==> src/rtl/fft_pkg.sv <==
// Shared types and helpers for the sequential DIF FFT memory sequencer.
package fft_pkg;

    typedef enum logic [2:0] {
        StIdle,
        StLoad,
        StRd,
        StWait,
        StOut
    } fft_state_e;

    // WAIT covers the memory read, the butterfly latency and the registered write request.
    localparam int unsigned WaitExtra = 3;

    function automatic int unsigned wait_cyc(input int unsigned lat);
        return lat + WaitExtra;
    endfunction

    // Reverses the low 'width' bits of v; bits above width are returned as zero.
    function automatic logic [31:0] bitrev(input logic [31:0] v, input int unsigned width);
        logic [31:0] r;
        r = '0;
        for (int unsigned i = 0; i < 32; i++) begin
            if (i < width) begin
                r[5'(width - 1 - i)] = v[5'(i)];
            end
        end
        return r;
    endfunction

endpackage

==> src/rtl/fft_delay_line.sv <==
// Resettable shift register carrying the read strobe/address to the write-back port.
module fft_delay_line #(
    parameter int unsigned Width = 5,
    parameter int unsigned Depth = 4
) (
    input  logic             clk,
    input  logic             rst_n,
    input  logic [Width-1:0] d_i,
    output logic [Width-1:0] q_o
);

    logic [Width-1:0] pipe_q [Depth];

    always_ff @(posedge clk or negedge rst_n) begin
        if (!rst_n) begin
            for (int i = 0; i < Depth; i++) begin
                pipe_q[i] <= '0;
            end
        end else begin
            pipe_q[0] <= d_i;
            for (int i = 1; i < Depth; i++) begin
                pipe_q[i] <= pipe_q[i-1];
            end
        end
    end

    assign q_o = pipe_q[Depth-1];

endmodule

==> src/rtl/fft_mem_seq_ctrl.sv <==
// Sequencer for the FFT sample memory: bit-reversed load, in-place DIF stages, natural-order
// output. Stage reads, twiddle index and output reads are registered; write-back is delayed.
module fft_mem_seq_ctrl
    import fft_pkg::*;
#(
    parameter int unsigned N    = 16,
    parameter int unsigned SIZE = 4,
    parameter int unsigned LAT  = 3
) (
    input  logic            clk,
    input  logic            rst_n,
    input  logic            start_i,
    input  logic            in_valid_i,
    output logic            load_data_o,
    output logic [SIZE-1:0] invert_adr_o,
    output logic            en_rd_o,
    output logic [SIZE-1:0] rd_ptr_o,
    output logic [SIZE-2:0] tw_adr_o,
    output logic            en_wr_o,
    output logic [SIZE-1:0] wr_ptr_o,
    output logic            out_valid_o,
    output logic [SIZE-1:0] stage_o,
    output logic            busy_o,
    output logic            done_o
);

    localparam int unsigned      WaitCyc   = wait_cyc(LAT);
    localparam int unsigned      WaitW     = (WaitCyc > 1) ? $clog2(WaitCyc) : 1;
    localparam logic [SIZE-1:0]  LastAdr   = SIZE'(N - 1);
    localparam logic [SIZE-1:0]  LastStage = SIZE'(SIZE - 1);
    localparam logic [SIZE:0]    OutEnd    = (SIZE+1)'(N);
    localparam logic [WaitW-1:0] WaitLast  = WaitW'(WaitCyc - 1);

    fft_state_e      state_q, state_d;
    logic [SIZE-1:0] load_cnt_q, load_cnt_d;
    logic [SIZE-1:0] rd_cnt_q, rd_cnt_d;
    logic [WaitW-1:0] wait_cnt_q, wait_cnt_d;
    logic [SIZE:0]   out_cnt_q, out_cnt_d;
    logic [SIZE-1:0] stage_q, stage_d;
    logic            en_rd_q, en_rd_d;
    logic [SIZE-1:0] rd_ptr_q, rd_ptr_d;
    logic [SIZE-2:0] tw_adr_q, tw_adr_d;
    logic            out_valid_q, out_valid_d;

    logic [SIZE-1:0] span;
    logic [SIZE-2:0] mask;
    logic [SIZE-2:0] pair_k;
    logic [SIZE-2:0] pair_j;
    logic [SIZE-1:0] top;

    // Pair k: j = k mod h, top = 2h*(k/h) + j, bottom = top + h, with h = N >> (stage+1).
    always_comb begin
        span   = SIZE'(1) << (LastStage - stage_q);
        mask   = (SIZE-1)'(span - SIZE'(1));
        pair_k = rd_cnt_q[SIZE-1:1];
        pair_j = pair_k & mask;
        top    = {pair_k & ~mask, 1'b0} | {1'b0, pair_j};
    end

    always_comb begin
        state_d     = state_q;
        load_cnt_d  = load_cnt_q;
        rd_cnt_d    = rd_cnt_q;
        wait_cnt_d  = wait_cnt_q;
        out_cnt_d   = out_cnt_q;
        stage_d     = stage_q;
        en_rd_d     = 1'b0;
        rd_ptr_d    = '0;
        tw_adr_d    = '0;
        out_valid_d = 1'b0;

        unique case (state_q)
            StIdle: begin
                if (start_i) begin
                    state_d    = StLoad;
                    load_cnt_d = '0;
                    stage_d    = '0;
                end
            end
            StLoad: begin
                if (in_valid_i) begin
                    load_cnt_d = load_cnt_q + SIZE'(1);
                    if (load_cnt_q == LastAdr) begin
                        state_d    = StRd;
                        load_cnt_d = '0;
                        stage_d    = '0;
                        rd_cnt_d   = '0;
                    end
                end
            end
            StRd: begin
                en_rd_d  = 1'b1;
                rd_ptr_d = rd_cnt_q[0] ? (top | span) : top;
                tw_adr_d = pair_j << stage_q;
                rd_cnt_d = rd_cnt_q + SIZE'(1);
                if (rd_cnt_q == LastAdr) begin
                    state_d    = StWait;
                    rd_cnt_d   = '0;
                    wait_cnt_d = '0;
                end
            end
            StWait: begin
                wait_cnt_d = wait_cnt_q + WaitW'(1);
                if (wait_cnt_q == WaitLast) begin
                    wait_cnt_d = '0;
                    if (stage_q == LastStage) begin
                        state_d   = StOut;
                        out_cnt_d = '0;
                    end else begin
                        state_d  = StRd;
                        stage_d  = stage_q + SIZE'(1);
                        rd_cnt_d = '0;
                    end
                end
            end
            StOut: begin
                // out_cnt == N is the extra cycle that raises done after the last read.
                if (out_cnt_q != OutEnd) begin
                    out_valid_d = 1'b1;
                    rd_ptr_d    = out_cnt_q[SIZE-1:0];
                    out_cnt_d   = out_cnt_q + (SIZE+1)'(1);
                end else begin
                    state_d   = StIdle;
                    out_cnt_d = '0;
                end
            end
            default: begin
                state_d = StIdle;
            end
        endcase
    end

    always_ff @(posedge clk or negedge rst_n) begin
        if (!rst_n) begin
            state_q     <= StIdle;
            load_cnt_q  <= '0;
            rd_cnt_q    <= '0;
            wait_cnt_q  <= '0;
            out_cnt_q   <= '0;
            stage_q     <= '0;
            en_rd_q     <= 1'b0;
            rd_ptr_q    <= '0;
            tw_adr_q    <= '0;
            out_valid_q <= 1'b0;
        end else begin
            state_q     <= state_d;
            load_cnt_q  <= load_cnt_d;
            rd_cnt_q    <= rd_cnt_d;
            wait_cnt_q  <= wait_cnt_d;
            out_cnt_q   <= out_cnt_d;
            stage_q     <= stage_d;
            en_rd_q     <= en_rd_d;
            rd_ptr_q    <= rd_ptr_d;
            tw_adr_q    <= tw_adr_d;
            out_valid_q <= out_valid_d;
        end
    end

    // One cycle of memory read plus the butterfly latency.
    fft_delay_line #(
        .Width(SIZE + 1),
        .Depth(LAT + 1)
    ) u_wb_delay (
        .clk  (clk),
        .rst_n(rst_n),
        .d_i  ({en_rd_q, rd_ptr_q}),
        .q_o  ({en_wr_o, wr_ptr_o})
    );

    assign load_data_o  = (state_q == StLoad) && in_valid_i;
    assign invert_adr_o = (state_q == StLoad) ? SIZE'(bitrev(32'(load_cnt_q), SIZE)) : '0;
    assign en_rd_o      = en_rd_q;
    assign rd_ptr_o     = rd_ptr_q;
    assign tw_adr_o     = tw_adr_q;
    assign out_valid_o  = out_valid_q;
    assign stage_o      = stage_q;
    assign busy_o       = (state_q != StIdle);
    assign done_o       = (state_q == StOut) && (out_cnt_q == OutEnd);

endmodule
==> config.mk <==
export PLATFORM = sky130hd
export DESIGN_NAME = fft_mem_seq_ctrl
export DESIGN_NICKNAME = d
export VERILOG_FILES = /design/src/rtl/fft_pkg.sv /design/src/rtl/fft_delay_line.sv /design/src/rtl/fft_mem_seq_ctrl.sv
export SDC_FILE = /design/constraint.sdc
export NUM_CORES = 1
export LEC_CHECK = 0
export ABC_AREA = 1
export CAP_MARGIN = 20
export CORE_MARGIN = 2
export CORE_UTILIZATION = 51
export CTS_CLUSTER_SIZE = 24
export DETAILED_ROUTE_END_ITERATION = 7
export PLACE_DENSITY = 0.7
export SYNTH_ARGS = -nofsm -noshare
export SYNTH_HDL_FRONTEND = slang
export SYNTH_SLANG_ARGS = --single-unit
==> constraint.sdc <==
create_clock -name clk -period 2.2 [get_ports clk]
set_input_delay 0.33 -clock clk [delete_from_list [all_inputs] [get_ports clk]]
set_output_delay 0.33 -clock clk [all_outputs]
set_load 0.05 [all_outputs]
-- Yosys cells after proc, flatten, opt, wreduce, memory -nomap -nowiden
Index checks and enable logic that the tools add are counted.
- word-level logic and storage cells: 97
- register bits: 52
- output and inout bits: 25
- input bits: 4
- add/subtract/negate cells: 7
- reduce and logical (&&, ||, !) cells: 15
- shift operators: 2
- multiplexer cells: 36
- bitwise operators: 5
- equality and inequality tests: 18
- operator list (cell ; count):
    $mux 4 ; 13
    $mux 3 ; 10
    $pmux 4 s3 ; 2
    $ne 2x2->1 const B ; 8
    $pmux 4 s2 ; 2
    $mux 5 ; 3
    $pmux 3 s5 ; 1
    $add 4x1->4 const B ; 3
    $reduce_and 6->1 ; 2
    $pmux 5 s2 ; 1
    $reduce_bool 3->1 ; 3
    $eq 4x4->1 const B ; 2
    $and 3x3->3 ; 2
    $eq 3x2->1 const B ; 2
    $eq 3x3->1 const B ; 2
    $pmux 3 s2 ; 1
    $reduce_and 3->1 ; 2
    $reduce_bool 2->1 ; 3
    $add 5x1->5 const B ; 1
    $eq 5x5->1 const B ; 1
    $ne 5x5->1 const B ; 1
    $reduce_and 5->1 ; 1
    $eq 4x2->1 const B ; 1
    $or 4x3->4 ; 1
    12 further kinds ; 15

-- Logic depth before layout (Yosys ltp)
- depth in word-level cells: 9
- gate-level depth with buffers: 11
- depth with buffers taken out: 11

-- Cells and area by module
A second synthesis with hierarchy kept.
- cell total of the unflattened synthesis: 258
- area, all modules: 2346.0 um2
- modules (own cells, without submodules) (module ; cells an instance ; seq. area each (um2) ; times used ; area an instance (um2)):
    fft_mem_seq_ctrl ; 233 ; 800.8 ; 1 ; 1808.0
    fft_delay_line ; 25 ; 500.5 ; 1 ; 538.0

-- Worst setup path after synthesis
No wires, ideal clock.
- path kind: reg2reg
- from: register stage_q[2] (netlist: stage_o[2])
- to: register rd_ptr_q[1] (netlist: rd_ptr_o[1])
- stages on the path, launching flop included: 11
- library setup time: 129 ps
- buffers on the path: 0
- arrival time: 2178 ps
- slack: -107 ps
- cell sequence: dfrtp_1 inv_1 ha_1 nor2_2 nand3_1 ha_1 inv_1 nand2_1 o21ai_0 o21ai_0 o21ai_0
- cells in the longest elaborated chain, start to end: 9
- elaborated cells on any way between the ends: 10
- classes of those cells: 2 x add/sub; 1 x shift; 2 x mux; 5 x bitwise
- RTL lines (item ; line ; text):
    start: declaration ; fft_mem_seq_ctrl.sv:39 ; logic [SIZE-1:0] stage_q, stage_d;
    start signal: assignment ; fft_mem_seq_ctrl.sv:151 ; stage_q <= stage_d;
    $sub 2x4->4 * ; fft_mem_seq_ctrl.sv:53 ; span = SIZE'(1) << (LastStage - stage_q);
    $shl 1x4->4 * ; fft_mem_seq_ctrl.sv:53 ;
    $sub 3x1->3 ; fft_mem_seq_ctrl.sv:54 ; mask = (SIZE-1)'(span - SIZE'(1));
    $not 3->3 ; fft_mem_seq_ctrl.sv:57 ; top = {pair_k & ~mask, 1'b0} | {1'b0, pair_j};
    $and 3x3->3 ; fft_mem_seq_ctrl.sv:57 ;
    $or 4x3->4 ; fft_mem_seq_ctrl.sv:57 ;
    $or 4x4->4 ; fft_mem_seq_ctrl.sv:93 ; rd_ptr_d = rd_cnt_q[0] ? (top | span) : top;
    $mux 4 * ; fft_mem_seq_ctrl.sv:93 ;
    $pmux 4 s2 * ; fft_mem_seq_ctrl.sv:72 ; unique case (state_q)
    named net rd_ptr_d[1] ; fft_mem_seq_ctrl.sv:41 ; logic [SIZE-1:0] rd_ptr_q, rd_ptr_d;
    end signal: assignment ; fft_mem_seq_ctrl.sv:153 ; rd_ptr_q <= rd_ptr_d;
    end: declaration ; fft_mem_seq_ctrl.sv:41 ;
Mark *: on every way through the listed nets, which the timed path passes. The rest lies on a longest branch.
A chain may end at the register's enable or synchronous reset.

-- Worst setup path in the final report
- from: register state_q[2]
- to: output port busy_o
- cells in the longest elaborated chain, start to end: 1
- RTL lines (item ; line ; text):
    start: declaration ; fft_mem_seq_ctrl.sv:34 ; fft_state_e state_q, state_d;
    start signal: assignment ; fft_mem_seq_ctrl.sv:135 ; state_q <= StIdle;
    start signal: assignment ; fft_mem_seq_ctrl.sv:146 ; state_q <= state_d;
    $reduce_bool 3->1 ; fft_mem_seq_ctrl.sv:177 ; assign busy_o = (state_q != StIdle);
    end: declaration ; fft_mem_seq_ctrl.sv:23 ; output logic busy_o,
Every way passes these cells.

==> impl_metrics.py <==
metrics = {
    "run": {
        "max_cap_violations": 0,
    },
    "global_routing": {
        "antenna_found_initial": 0,
        "overflow": 0,
        "grt_pass1_vias": 1664,
        "grt_pass1_wl_um": 7540,
        "grtUsageTotal_pct": 18.5,
        "grt_max_degree": 21,
        "grt_use_met3_pct": 2.90,
        "met1_usage_pct": 25.7,
        "use_met2_pct": 28.8,
        "busiest_layer": "met2",
    },
    "floorplan": {
        "start_util_pct": 52.0,
        "die_w_um": 72.9,
        "rows": 25,
        "io_pins": 29,
        "fp.dieArea_um2": 5320,
        "die_h_um": 72.9,
        "core-area_um2": 4660,
    },
    "sta": {
        "slew_headroom_pct": 64.7,
        "whs_ns": 0.354,
        "max_freq_ghz": 0.475,
        "finalMaxSlewViolations": 0,
        "post-route-period-util_pct": 95.6,
        "tightest_slew_ns": 0.529,
        "rsz0062_at_grt": "no",
        "fin_ws_ns": 0.0964,
        "hold_viol": 0,
        "fin_tns_setup_ns": 0,
        "setup_viol": 0,
        "clock_skew_ns": 0.00317,
        "finalCriticalPeriod_ns": 2.10,
    },
    "routing": {
        "wl_per_cell_um": 12.5,
        "via_per_inst": 5.08,
        "drt_iter0_drc": 126,
        "ant_nets": 0,
        "drt_first_pass_iters": 4,
        "vias": 1818,
        "routed_wl_um": 4490,
        "drc": 0,
    },
    "logic_synthesis": {
        "synthFlopType": "dfrtp_1",
        "synth_fp_nets": 277,
        "postSynthAreaPerCell_um2": 9.11,
        "ys_ff_latch": 52,
        "yosys.area.top_type": "dfrtp_1",
        "synth_warnings": 0,
        "synthesis.area_um2": 2420,
        "synth.yosys.seq_area_share_pct": 53.7,
        "syn_inst": 266,
        "synthArstFlopShare_pct": 100,
        "synth_area_leaders": "dfrtp_1 (54%), nand2_1 (8.4%), inv_1 (5.0%)",
        "yosys.cell_types.count": 25,
        "synth_edf_count": 0,
        "synth_top_area_share_pct": 53.7,
    },
    "clock_tree": {
        "numCtsBuffers": 5,
        "cts_max_path_buffers": 2,
        "clkTransAtPathRegs_ns": 0.09,
        "cts.sinks": 52,
        "clock-root-buffer": "clkbuf_8",
        "insertion_delay_ns": 0.30,
        "htree_num_levels": 2,
        "cts_tree": "yes",
    },
    "hold_path": {
        "hold_depth": 0,
        "hold_class": "register to register",
    },
    "placement": {
        "dp_cells": 347,
        "port_buffers": 28,
        "dp_hpwl_um": 3380,
        "dp_slack_ns": 0.138,
        "postPlaceCellArea_um2": 2820,
        "globalplace.congestion": 0.832,
    },
    "worst_setup_path": {
        "crit_chain": "nor2_1 -> nand2_1 -> clkdlybuf4s50_1",
        "worst-setup-path-type": "register to output pin",
        "start_kind": "register",
        "cp-end-kind": "output pin",
        "slowest_stage": "clkdlybuf4s50_1",
        "path_max_fanout": 6,
        "worst-path-stages": 3,
        "crit_arrival_ns": 1.77,
        "required_ns": 1.87,
        "path_delay_family": "buffers and inverters",
        "critPathMaxStageDelay_ns": 0.79,
        "r2r_cells": 10,
        "critPathBufInv": 1,
    },
    "power_and_ir_drop": {
        "p_int_mw": 2.16,
        "comb_power_share_pct": 46.4,
        "power.leakage_nw": 1.45,
        "pwr-share-seq_pct": 37.0,
        "powerDensity_nw_per_um2": 1300,
        "power_switching_mw": 1.68,
        "power_mw": 3.84,
        "power_frac_clock_pct": 16.6,
        "p_sw_share_pct": 43.7,
        "vdd.ir_drop.worst_v": 0.000491,
    },
    "status": {
        "status": "finished, final reports clean",
    },
    "cells_and_area": {
        "fin_cells": 358,
        "fin_nets": 314,
        "post-route-util_pct": 63.6,
        "drive_gt1_share_pct": 17.8,
        "num_antenna_cells": 0,
        "fin_area_um2": 2960,
        "area_delta_synth_final_pct": 22.3,
    },
}
[final timing paths]
check                                startpoint  slack [ns]                end
setup / recovery                     state_q[2]         0.1             busy_o
hold / removal             u_wb_delay.pipe_q[9]        0.35  u_wb_delay.q_o[4]
setup reg to reg                     stage_o[2]        0.16        rd_ptr_o[1]
hold reg to reg            u_wb_delay.pipe_q[9]        0.35  u_wb_delay.q_o[4]
max in group asynchronous                 rst_n        1.11         stage_o[3]
min in group asynchronous                 rst_n        0.48      load_cnt_q[1]
[cells in the mapped netlist, types with 2 or more instances]
library cell,number
nand3b_1,3
nor2_4,5
inv_1,32
inv_2,5
o22ai_1,2
nand3_1,18
nand2_4,5
nand4_1,7
dfrtp_1,52
o21ai_2,2
nand2_2,7
nand2_1,54
o21ai_0,19
xnor2_1,2
nor2_2,3
nor3_1,2
xor2_1,2
or2_2,3
a21oi_1,5
buf_4,5
ha_1,7
nor2_1,23
[power by group through the flow]
stage          logic, mW  clock network (mW)  registers [mW]
2_1_floorplan       1.09                   0            1.64
3_3_place_gp        1.77                   0            1.43
3_5_place_dp        1.78                   0            1.45
4_1_cts             1.79               0.664            1.43
5_1_grt             1.97               0.692            1.46
6_report            1.78               0.636            1.42
[cells by family after synthesis]
family	count (synthesis)	share of synthesized area (%)
adder cells (fa/ha/maj)	7	3.61
AND/OR/NAND/NOR	131	27.1
buffers and inverters	42	7.28
XOR/XNOR	4	1.45
AO/OA/AOI/OAI	30	6.92
flip-flops	52	53.7
[cell type report]
| type | count | area (µm²) |
|---|---|---|
| well taps | 54 | 67.6 |
| inverters | 37 | 139 |
| fillers | 396 | 1700 |
| flip-flops and latches | 52 | 1300 |
| multi-input cells | 172 | 951 |
| repair buffers | 35 | 390 |
| clock inverters | 3 | 42.5 |
| clock buffers | 5 | 68.8 |
[flip-flops by register name, summed over array words and instances, names as in the netlist]
| name | flops |
|---|---|
| out_valid_o | 1 |
| load_cnt_q | 4 |
| u_wb_delay.pipe_q | 15 |
| state_q | 3 |
| out_cnt_q | 5 |
| rd_ptr_o | 4 |
| rd_cnt_q | 4 |
| stage_o | 4 |
| tw_adr_o | 3 |
| wait_cnt_q | 3 |
| u_wb_delay.q_o | 5 |
| en_rd_o | 1 |
[layer usage]
| metal | vias to the layer above | share of wire, % |
|---|---|---|
| met3 | 12 | 2.9 |
| met1 | 850 | 47 |
| met5 | - | 0 |
| met2 | 40 | 48 |
| met4 | 0 | 2.2 |
| li1 | 916 | - |
[cells in the final DEF, fill, tap and decap left out, types with 7 or more instances in the layout]
| master | n |
|---|---|
| clkdlybuf4s50_1 | 21 |
| dfrtp_1 | 50 |
| ha_1 | 7 |
| inv_1 | 32 |
| nand2_1 | 54 |
| nand2_2 | 7 |
| nand3_1 | 18 |
| nand4_1 | 7 |
| nor2_1 | 23 |
| o21ai_0 | 19 |
[repair_timing]
action,in CTS,in global routing
endpoints found under the hold margin,16,0
setup buffers,0,2
endpoints found under the setup margin,0,2
gates resized for setup,0,1
hold buffers,1,0
Power figures use the tool's default switching activity.
